`src/rtl/seg_scan_decoder.sv`:
```
// seg_scan_decoder: receive side of the 8-digit seven-segment scan driver.
// Deglitches the scanned Sel/Seg buses, decodes digits, rebuilds the 32-bit word.
module seg_scan_decoder #(
    parameter int STABLE_CYC  = 4,
    parameter int TIMEOUT_CYC = 100000
) (
    input  logic        Clk,
    input  logic        Reset,
    input  logic [7:0]  Sel,
    input  logic [7:0]  Seg,
    output logic [31:0] Data_Out,
    output logic        Data_Valid,
    output logic        Frame_Err,
    output logic        Scan_Lost
);

    localparam int CW = $clog2(STABLE_CYC + 1);
    localparam int TW = $clog2(TIMEOUT_CYC + 1);

    localparam logic [CW-1:0] CNT_LAST = CW'(STABLE_CYC - 1);
    localparam logic [CW-1:0] CNT_FULL = CW'(STABLE_CYC);
    localparam logic [TW-1:0] IDLE_MAX = TW'(TIMEOUT_CYC);
    localparam logic [TW-1:0] IDLE_HIT = TW'(TIMEOUT_CYC - 1);

    localparam logic [1:0] ST_WAIT   = 2'd0;
    localparam logic [1:0] ST_SETTLE = 2'd1;
    localparam logic [1:0] ST_CAPT   = 2'd2;

    // sampled bus and the sample one cycle older
    logic [7:0]    s_sel;
    logic [7:0]    s_seg;
    logic [7:0]    p_sel;
    logic [7:0]    p_seg;

    logic [1:0]    state;
    logic [CW-1:0] cnt;
    logic [TW-1:0] idle;

    // per-digit nibble slots, error bits and capture mask
    logic [31:0]   slots;
    logic [7:0]    errs;
    logic [7:0]    mask;

    logic          changed;
    logic          onehot;
    logic [2:0]    idx;
    logic [3:0]    dec_nib;
    logic          dec_err;
    logic          cap;
    logic [31:0]   slots_nx;
    logic [7:0]    errs_nx;
    logic [7:0]    mask_nx;
    logic          done;

    // register the raw buses once, and keep the previous sample for change detection
    always_ff @(posedge Clk) begin
        if (Reset) begin
            s_sel <= 8'h00;
            s_seg <= 8'hFF;
            p_sel <= 8'h00;
            p_seg <= 8'hFF;
        end else begin
            s_sel <= Sel;
            s_seg <= Seg;
            p_sel <= s_sel;
            p_seg <= s_seg;
        end
    end

    // change / one-hot qualification of the sampled select
    always_comb begin
        changed = ({s_sel, s_seg} != {p_sel, p_seg});
        onehot  = (s_sel != 8'h00) && ((s_sel & (s_sel - 8'h01)) == 8'h00);
    end

    // one-hot select to digit index
    always_comb begin
        idx = 3'd0;
        for (int i = 0; i < 8; i++) begin
            if (s_sel[i]) idx = 3'(i);
        end
    end

    // active-low segment pattern back to hex nibble; dp is ignored
    always_comb begin
        dec_nib = 4'h0;
        dec_err = 1'b0;
        case (s_seg[6:0])
            7'h40: dec_nib = 4'h0;
            7'h79: dec_nib = 4'h1;
            7'h24: dec_nib = 4'h2;
            7'h30: dec_nib = 4'h3;
            7'h19: dec_nib = 4'h4;
            7'h12: dec_nib = 4'h5;
            7'h02: dec_nib = 4'h6;
            7'h78: dec_nib = 4'h7;
            7'h00: dec_nib = 4'h8;
            7'h10: dec_nib = 4'h9;
            7'h08: dec_nib = 4'hA;
            7'h03: dec_nib = 4'hB;
            7'h46: dec_nib = 4'hC;
            7'h21: dec_nib = 4'hD;
            7'h06: dec_nib = 4'hE;
            7'h0E: dec_nib = 4'hF;
            default: begin
                dec_nib = 4'h0;
                dec_err = 1'b1;
            end
        endcase
    end

    // capture fires on the sample that brings the stable count to STABLE_CYC
    always_comb begin
        cap = (state == ST_SETTLE) && !changed && (cnt == CNT_LAST);
    end

    // slot contents as they would look after this cycle's capture
    always_comb begin
        slots_nx = slots;
        errs_nx  = errs;
        slots_nx[{idx, 2'b00} +: 4] = dec_nib;
        errs_nx[idx] = dec_err;
        mask_nx = mask | s_sel;
        done    = (mask_nx == 8'hFF);
    end

    // settle FSM: wait for one-hot, count identical samples, capture once
    always_ff @(posedge Clk) begin
        if (Reset) begin
            state <= ST_WAIT;
            cnt   <= '0;
        end else begin
            case (state)
                ST_WAIT: begin
                    if (onehot) begin
                        state <= ST_SETTLE;
                        cnt   <= CW'(1);
                    end else begin
                        cnt   <= '0;
                    end
                end
                ST_SETTLE: begin
                    if (changed) begin
                        if (onehot) begin
                            cnt   <= CW'(1);
                        end else begin
                            state <= ST_WAIT;
                            cnt   <= '0;
                        end
                    end else if (cap) begin
                        state <= ST_CAPT;
                        cnt   <= CNT_FULL;
                    end else begin
                        cnt   <= cnt + CW'(1);
                    end
                end
                ST_CAPT: begin
                    if (changed) begin
                        if (onehot) begin
                            state <= ST_SETTLE;
                            cnt   <= CW'(1);
                        end else begin
                            state <= ST_WAIT;
                            cnt   <= '0;
                        end
                    end
                end
                default: begin
                    state <= ST_WAIT;
                    cnt   <= '0;
                end
            endcase
        end
    end

    // frame assembly, completion and scan-loss watchdog; capture beats timeout
    always_ff @(posedge Clk) begin
        if (Reset) begin
            slots      <= '0;
            errs       <= '0;
            mask       <= '0;
            idle       <= '0;
            Data_Out   <= '0;
            Data_Valid <= 1'b0;
            Frame_Err  <= 1'b0;
            Scan_Lost  <= 1'b0;
        end else begin
            Data_Valid <= 1'b0;
            if (cap) begin
                slots     <= slots_nx;
                idle      <= '0;
                Scan_Lost <= 1'b0;
                if (done) begin
                    Data_Out   <= slots_nx;
                    Data_Valid <= 1'b1;
                    Frame_Err  <= |errs_nx;
                    mask       <= '0;
                    errs       <= '0;
                end else begin
                    mask <= mask_nx;
                    errs <= errs_nx;
                end
            end else if (idle != IDLE_MAX) begin
                idle <= idle + TW'(1);
                if (idle == IDLE_HIT) begin
                    Scan_Lost <= 1'b1;
                    mask      <= '0;
                    errs      <= '0;
                end
            end
        end
    end

endmodule

```
`config.mk`:
```
export PLATFORM = sky130hd
export DESIGN_NAME = seg_scan_decoder
export DESIGN_NICKNAME = d
export VERILOG_FILES = /design/src/rtl/seg_scan_decoder.sv
export SDC_FILE = /design/constraint.sdc
export NUM_CORES = 1
export LEC_CHECK = 0
export CORE_MARGIN = 2
export CORE_UTILIZATION = 37
export CTS_CLUSTER_DIAMETER = 200
export DETAILED_ROUTE_END_ITERATION = 8
export GPL_ROUTABILITY_DRIVEN = 0
export SLEW_MARGIN = 0
export SYNTH_ARGS = -nofsm -noshare
export SYNTH_HDL_FRONTEND = slang
export SYNTH_SLANG_ARGS = --single-unit
```
`constraint.sdc`:
```
create_clock -name Clk -period 3.5 [get_ports Clk]
set_clock_uncertainty 0.1 [all_clocks]
set_input_delay 0.7 -clock Clk [delete_from_list [all_inputs] [get_ports Clk]]
set_output_delay 0.7 -clock Clk [all_outputs]
set_load 0.01 [all_outputs]
```
==> impl_results.md, run 1 <==
* Met2 Routed Length at 6980 um
* Critical path cell sequence: nor2b_1 -> o41ai_4 -> ha_1 -> ha_1 -> or4_4 -> nor3_4 -> nor2_1 -> a211oi_1
* Top sig layer: met4
* Die Height at 133 um
* I/O pin count at 53
* Via density at 5.16
* Antenna diodes at 0
* Critical path startpoint category: register
* Design Area, Final at ~7500 um^2
* Worst skew pair latency at 0.42 ns
* Critical Path Slowest Stage Cell: or4_4
* DR DRC count at 0
* Clk buf depth at 2
* Slew headroom at 48.1%
* Rows at 47
* Worst EP arrival at 3.43 ns
* Commonest register cell after synthesis: dfxtp_1
* HP Class: register to register
* Initial DRC count at slightly above 300
* Post-DR wirelength/cell at 14.5 um
* RSZ-0062 raised after global routing: no
* Clk slew on worst S/H paths at 0.05 ns
* Synth warn at 0
* Fin nets at approximately 800
* Worst hold slack at 0.360 ns
* HPWL after DPL at 10,300 um
* Dominant cells by area after synthesis: dfxtp_1 (44%), nor2_1 (5.8%), nand2_1 (3.9%), a21oi_1 (3.8%), o21ai_0 (3.3%)
* First-pass GRT wire length at between 20,000 and 25,000 um
* Post-CTS Hold Buffers at 0
* Pwr/cell area at a little under 500 nW/um^2
* Cts bufs inserted at 17
* TNS Setup at 0 ns
* Final count of pins violating max slew at 0
* F_max at 313 MHz
* Initial Util at between 30 and 40%
* Max VDD drop at 355 uV
* Mapped cell area at 6190 um^2
* Met3 Wirelength at 534 um
* Wire length on met1 at 6780 um
* Number of global-route vias before repair at 5,165
* Gr usage total at 17.3%
* Final period util at between 90% and 100%
* Initial antenna violation count at 0
* Antenna Nets Post-Route at 0
* Layout area overhead at 21.1%
* Die area at between 15,000 and 20,000 um^2
* Most common cell after layout, fill and taps aside: dfxtp_1
* WP buf/inv at 0
* FF+latch count, synth at between 100 and 150
* Overflow after GRT at 0
* Post-synth net total at 767
* Crit. End Element: register
* Root Driver: clkbuf_16
* Critical path type: register to register
* Mean post-synth cell area at 8.38 um^2
* CP most frequent cell: ha_1
* Total power at 3.64 mW
* # H-tree levels at 4
* Register area share after synthesis at approximately 44%
* I/O Buffers at 52
* EDFF count, synth at 0
* Async SR Flop Fraction at 0%
* Minimum clock period at 3.20 ns
* CTS tree: done
* Count of final setup violators at 0
* Via Count at 5,223
* Drt total wl at 14,700 um
* Place WS at around 0.33 ns
* Synth top area share at between 40% and 50%
* Max-cap violation count at 0
* Pin count of the biggest net entering global routing at 63
* Clk sinks at about 140
* Cell taking the most area after synthesis: dfxtp_1
* Most frequent cells in the layout: dfxtp_1 (137), nor2_1 (96), nand2_1 (64)
* Post-synth cell types at ~60
* Core Util, Final at roughly 46%
* Worst Path Required at 3.73 ns
* DRT Pass-1 Iters at 5
* CP max FO at 11
* Chip Width at ~130 um
* Share of layout cells above drive strength 1 at 9.09%
* Placed inst area at between 6000 and 7000 um^2
* Placed cells at between 900 and 1,000
* Worst-margin pin slew at 0.778 ns
* Core footprint at 16,500 um^2
* Final hold violations at 0
* Worst Slack Setup Final at 0.302 ns
* Outcome: finished clean
* Syn Inst Count at 739
* Leak at about 2.6 nW
* Final Non-Filler Cells at between 1,000 and 1,500
* CP max stage delay at 0.62 ns
* Cell class contributing the biggest share of worst-path delay: simple AND/OR/NAND/NOR gates
[layout make-up]
cell class,count,area (um^2)
fill,1608,8970
tap,220,275
sequential,137,2740
timing repair buffer,66,633
multi-input combinational,532,3170
clock buffer,24,462
inverter,25,95.1
clock inverter,8,120
[per-layer routing]
metal	vias to the layer above	global-route usage, %
met5	-	0
met4	0	7.98
met3	20	4.34
met2	101	28.5
met1	2438	21.4
li1	2664	-
[registers in the layout, indices dropped and copies added, names as in the netlist]
| register | count |
|---|---|
| Data_Out | 32 |
| Data_Valid | 1 |
| Frame_Err | 1 |
| Scan_Lost | 1 |
| cnt | 3 |
| errs | 8 |
| idle | 17 |
| mask | 8 |
| p_seg | 8 |
| p_sel | 8 |
| s_seg | 8 |
| s_sel | 8 |
| slots | 32 |
| state | 2 |
[repair_timing]
| action | in CTS | in global routing |
|---|---|---|
| endpoints found under the setup margin | 0 | 5 |
| buffers inserted | 0 | 0 |
| resized for setup | 0 | 2 |
[cell usage after synthesis (all sizes together), types with 7 or more instances]
cell    count
a31oi      13
nand3      23
a21oi      47
nor2b      26
nor3       16
nor2       96
or2        16
and3        7
clkbuf     29
nor4       11
nor3b       7
xor2       22
inv        24
nand4       8
dfxtp     137
o22ai      21
o21ai      42
ha         10
buf        16
mux2i      16
nand2      66
xnor2      11
a211oi     15
[power breakdown]
part	internal [mW]	switching, mW	total, mW
clock	1.13	0.646	1.78
sequential	1.58	0.0369	1.62
combinational	0.0984	0.142	0.241
[worst register-to-register path, delay by kind of cell, from the launching register on]
family          cells  cell delay [ns]
simple gates        4             1.15
compound gates      2             0.71
fa+ha+maj           2             0.60
flops               1             0.55
[kinds of logic after synthesis]
group / share of synthesized area (%)
buffers and inverters: 4.69
flip-flops: 44.3
XOR/XNOR: 4.67
AO/OA/AOI/OAI: 16.0
adder cells (fa/ha/maj): 2.34
multiplexers: 2.59
AND/OR/NAND/NOR: 25.5
[path summary, 6_finish.rpt]
check	start	slack, ns	end	cells past startpoint
worst min-delay path	cnt[2]$_SDFFE_PP0P_	0.36	cnt[2]$_SDFFE_PP0P_	2
worst max register to register	s_sel[4]$_SDFF_PP0_	0.30	slots[3]$_SDFFE_PP0P_	8
worst max-delay path	s_sel[4]$_SDFF_PP0_	0.30	slots[3]$_SDFFE_PP0P_	8
worst min register to register	cnt[2]$_SDFFE_PP0P_	0.36	cnt[2]$_SDFFE_PP0P_	2
Power figures use the tool's default switching activity.
==> inputs of run 2 (changes only) <==
Settings changed: CAP_MARGIN set to 20, CORE_UTILIZATION 37 to 58, PLACE_DENSITY set to 0.8.
==> run 2 against run 1 <==
Compared with the run above:
- hold slack got worse by 0.011 ns
- combinational power about the same
- die area decreased by 35%
- power increased by 2.7%
- critical path depth increased by 1
- largest power group unchanged
==> impl_results.md, run 2 (synthesis results as in run 1) <==
* HP Class: register to register (unchanged)
* First-pass GRT wire length at 24,800 um (was 24,700 um)
* Antenna diodes at 0 (unchanged)
* Post-CTS Setup Repair Bufs at 0 (unchanged)
* Post-CTS Hold Buffers at 0 (unchanged)
* Worst-margin pin slew at 0.713 ns (was 0.778 ns)
* Design Area, Final at 7430 um^2 (was 7500 um^2)
* Worst skew pair latency at 0.53 ns (was 0.42 ns)
* Worst EP arrival at 3.64 ns (was 3.43 ns)
* Root Driver: clkbuf_8 (was clkbuf_16)
* Die Height at 107 um (was 133 um)
* Core footprint at 10,300 um^2 (was 16,500 um^2)
* Wire length on met1 at 6200 um (was 6780 um)
* Critical path type: register to register (unchanged)
* Initial DRC count at 340 (was 306)
* Worst Path Required at 3.83 ns (was 3.73 ns)
* I/O Buffers at 52 (unchanged)
* Worst path depth at 9 (was 8)
* WP buf/inv at 1 (was 0)
* Clk slew on worst S/H paths at 0.06 ns (was 0.05 ns)
* Clk sinks at 137 (unchanged)
* Critical path startpoint category: register (unchanged)
* Placed inst area at 6800 um^2 (was 6910 um^2)
* Cell class contributing the biggest share of worst-path delay: simple AND/OR/NAND/NOR gates (unchanged)
* F_max at 302 MHz (was 313 MHz)
* Placed cells at 898 (was 980)
* Largest regs: Data_Out (32), slots (32), idle (17) (unchanged)
* Number of global-route vias before repair at 5,331 (was 5,165)
* HPWL after DPL at 9860 um (was 10,300 um)
* Post-DR wirelength/cell at 15.8 um (was 14.5 um)
* Leak at 2.69 nW (was 2.64 nW)
* Max VDD drop at 335 uV (was 355 uV)
* Critical path cell sequence: nor2_1 -> o31ai_1 -> inv_1 -> ha_1 -> ha_1 -> or4_4 -> nor3_4 -> nor2_1 -> a211oi_1 (was nor2b_1 -> o41ai_4 -> ha_1 -> ha_1 -> or4_4 -> nor3_4 -> nor2_1 -> a211oi_1)
* Chip Width at 107 um (was 133 um)
* Final count of pins violating max slew at 0 (unchanged)
* I/O pin count at 53 (unchanged)
* Drt total wl at 14,700 um (about the same)
* TNS Setup at 0 ns (unchanged)
* Final Non-Filler Cells at 930 (was 1,012)
* Initial Util at 60.0% (was 37.6%)
* Rows at 37 (was 47)
* Layout area overhead at 19.9% (was 21.1%)
* Crit path from: s_sel[3]$_SDFF_PP0_ (was s_sel[4]$_SDFF_PP0_)
* Worst reg2reg endpoint: slots[1]$_SDFFE_PP0P_ (was slots[3]$_SDFFE_PP0P_)
* Slew headroom at 52.2% (was 48.1%)
* Count of final setup violators at 0 (unchanged)
* Final hold violations at 0 (unchanged)
* Via Count at 5,433 (was 5,223)
* Fin nets at 809 (was 807)
* Top sig layer: met4 (unchanged)
* CP max FO at 10 (was 11)
* Critical Path Slowest Stage Cell: or4_4 (unchanged)
* Final period util at 94.6% (was 91.4%)
* Die area at 11,500 um^2 (was 17,800 um^2)
* Overflow after GRT at 0 (unchanged)
* Pin count of the biggest net entering global routing at 42 (was 63)
* # H-tree levels at 4 (unchanged)
* Post-CTS resize count at 0 (unchanged)
* CTS tree: done (unchanged)
* RSZ-0062 raised after global routing: no (unchanged)
* Crit. End Element: register (unchanged)
* Reg2Reg Launch Point: s_sel[3]$_SDFF_PP0_ (was s_sel[4]$_SDFF_PP0_)
* Met2 Routed Length at 7440 um (was 6980 um)
* Initial antenna violation count at 0 (unchanged)
* DR DRC count at 0 (unchanged)
* CP max stage delay at 0.63 ns (was 0.62 ns)
* Via density at 5.84 (was 5.16)
* Most frequent cells in the layout: dfxtp_1 (135), nor2_1 (96), nand2_1 (64) (was dfxtp_1 (137), nor2_1 (96), nand2_1 (64))
* Met3 Wirelength at 749 um (was 534 um)
* Gr usage total at 27.2% (was 17.3%)
* Antenna Nets Post-Route at 0 (unchanged)
* Most common cell after layout, fill and taps aside: dfxtp_1 (unchanged)
* DRT Pass-1 Iters at 5 (unchanged)
* Reg-to-reg slack, setup at 0.19 ns (was 0.30 ns)
* Max-cap violation count at 0 (unchanged)
* Reg2Reg Depth at 9 (was 8)
* Share of layout cells above drive strength 1 at 10.1% (was 9.09%)
* Cts bufs inserted at 17 (unchanged)
* Clk buf depth at 2 (unchanged)
* Crit path to: slots[1]$_SDFFE_PP0P_ (was slots[3]$_SDFFE_PP0P_)
* Outcome: finished clean (unchanged)
* Minimum clock period at 3.31 ns (was 3.20 ns)
* Pwr/cell area at 503 nW/um^2 (was 486 nW/um^2)
## run 2: stage by stage
stage	hold slack, ns	util [%]	worst slack, ns	power (mW)
2_1_floorplan	0.329	-	0.379	1.82
3_5_place_dp	0.343	65.9	0.272	1.89
6_report	0.350	71.9	0.189	3.74
3_3_place_gp	0.339	65.9	0.461	1.88
4_1_cts	0.352	71.9	0.240	3.75
5_1_grt	0.370	71.9	0.0249	3.85
## run 2: cell type report
| cell class | instances | area (um^2) |
|---|---|---|
| multi-input combinational | 532 | 3160 |
| timing repair buffer | 68 | 636 |
| inverter | 25 | 95.1 |
| clock buffer | 18 | 428 |
| fill | 779 | 2900 |
| clock inverter | 14 | 193 |
| tap | 136 | 170 |
| sequential | 137 | 2750 |
## run 2: how the worst min path moves through the flow
stage | start | to | cells after the start
after detailed placement | errs[4]$_SDFFE_PP0P_ | errs[4]$_SDFFE_PP0P_ | 2
after global placement | errs[4]$_SDFFE_PP0P_ | errs[4]$_SDFFE_PP0P_ | 2
after CTS | errs[4]$_SDFFE_PP0P_ | errs[4]$_SDFFE_PP0P_ | 2
after floorplan | errs[4]$_SDFFE_PP0P_ | errs[4]$_SDFFE_PP0P_ | 2
final | cnt[2]$_SDFFE_PP0P_ | cnt[2]$_SDFFE_PP0P_ | 2
after global routing | cnt[2]$_SDFFE_PP0P_ | cnt[2]$_SDFFE_PP0P_ | 2
## run 2: per-layer routing
layer	up-vias	GRT usage [%]
li1	2673	-
met1	2543	31.9
met5	-	0
met3	33	5.21
met2	184	48.3
met4	0	11.5
## run 2: power by group
part           internal [mW]  switching (mW)  leakage, nW
sequential              1.58          0.0390         1.11
combinational         0.0980           0.144         1.26
clock                   1.18           0.694        0.310
total                   2.86           0.878         2.69
## run 2: worst register-to-register path: stages, from the launching register on
cell	delay, ns
dfxtp_1	0.52
nor2_1	0.16
o31ai_1	0.40
inv_1	0.13
ha_1	0.23
ha_1	0.40
or4_4	0.63
nor3_4	0.28
nor2_1	0.09
a211oi_1	0.28
==> inputs of run 3 (changes only) <==
Settings changed: SLEW_MARGIN 0 to unset.
==> results of run 3 <==
Same layout as run 2: the final DEF is identical, and so are final timing and power.
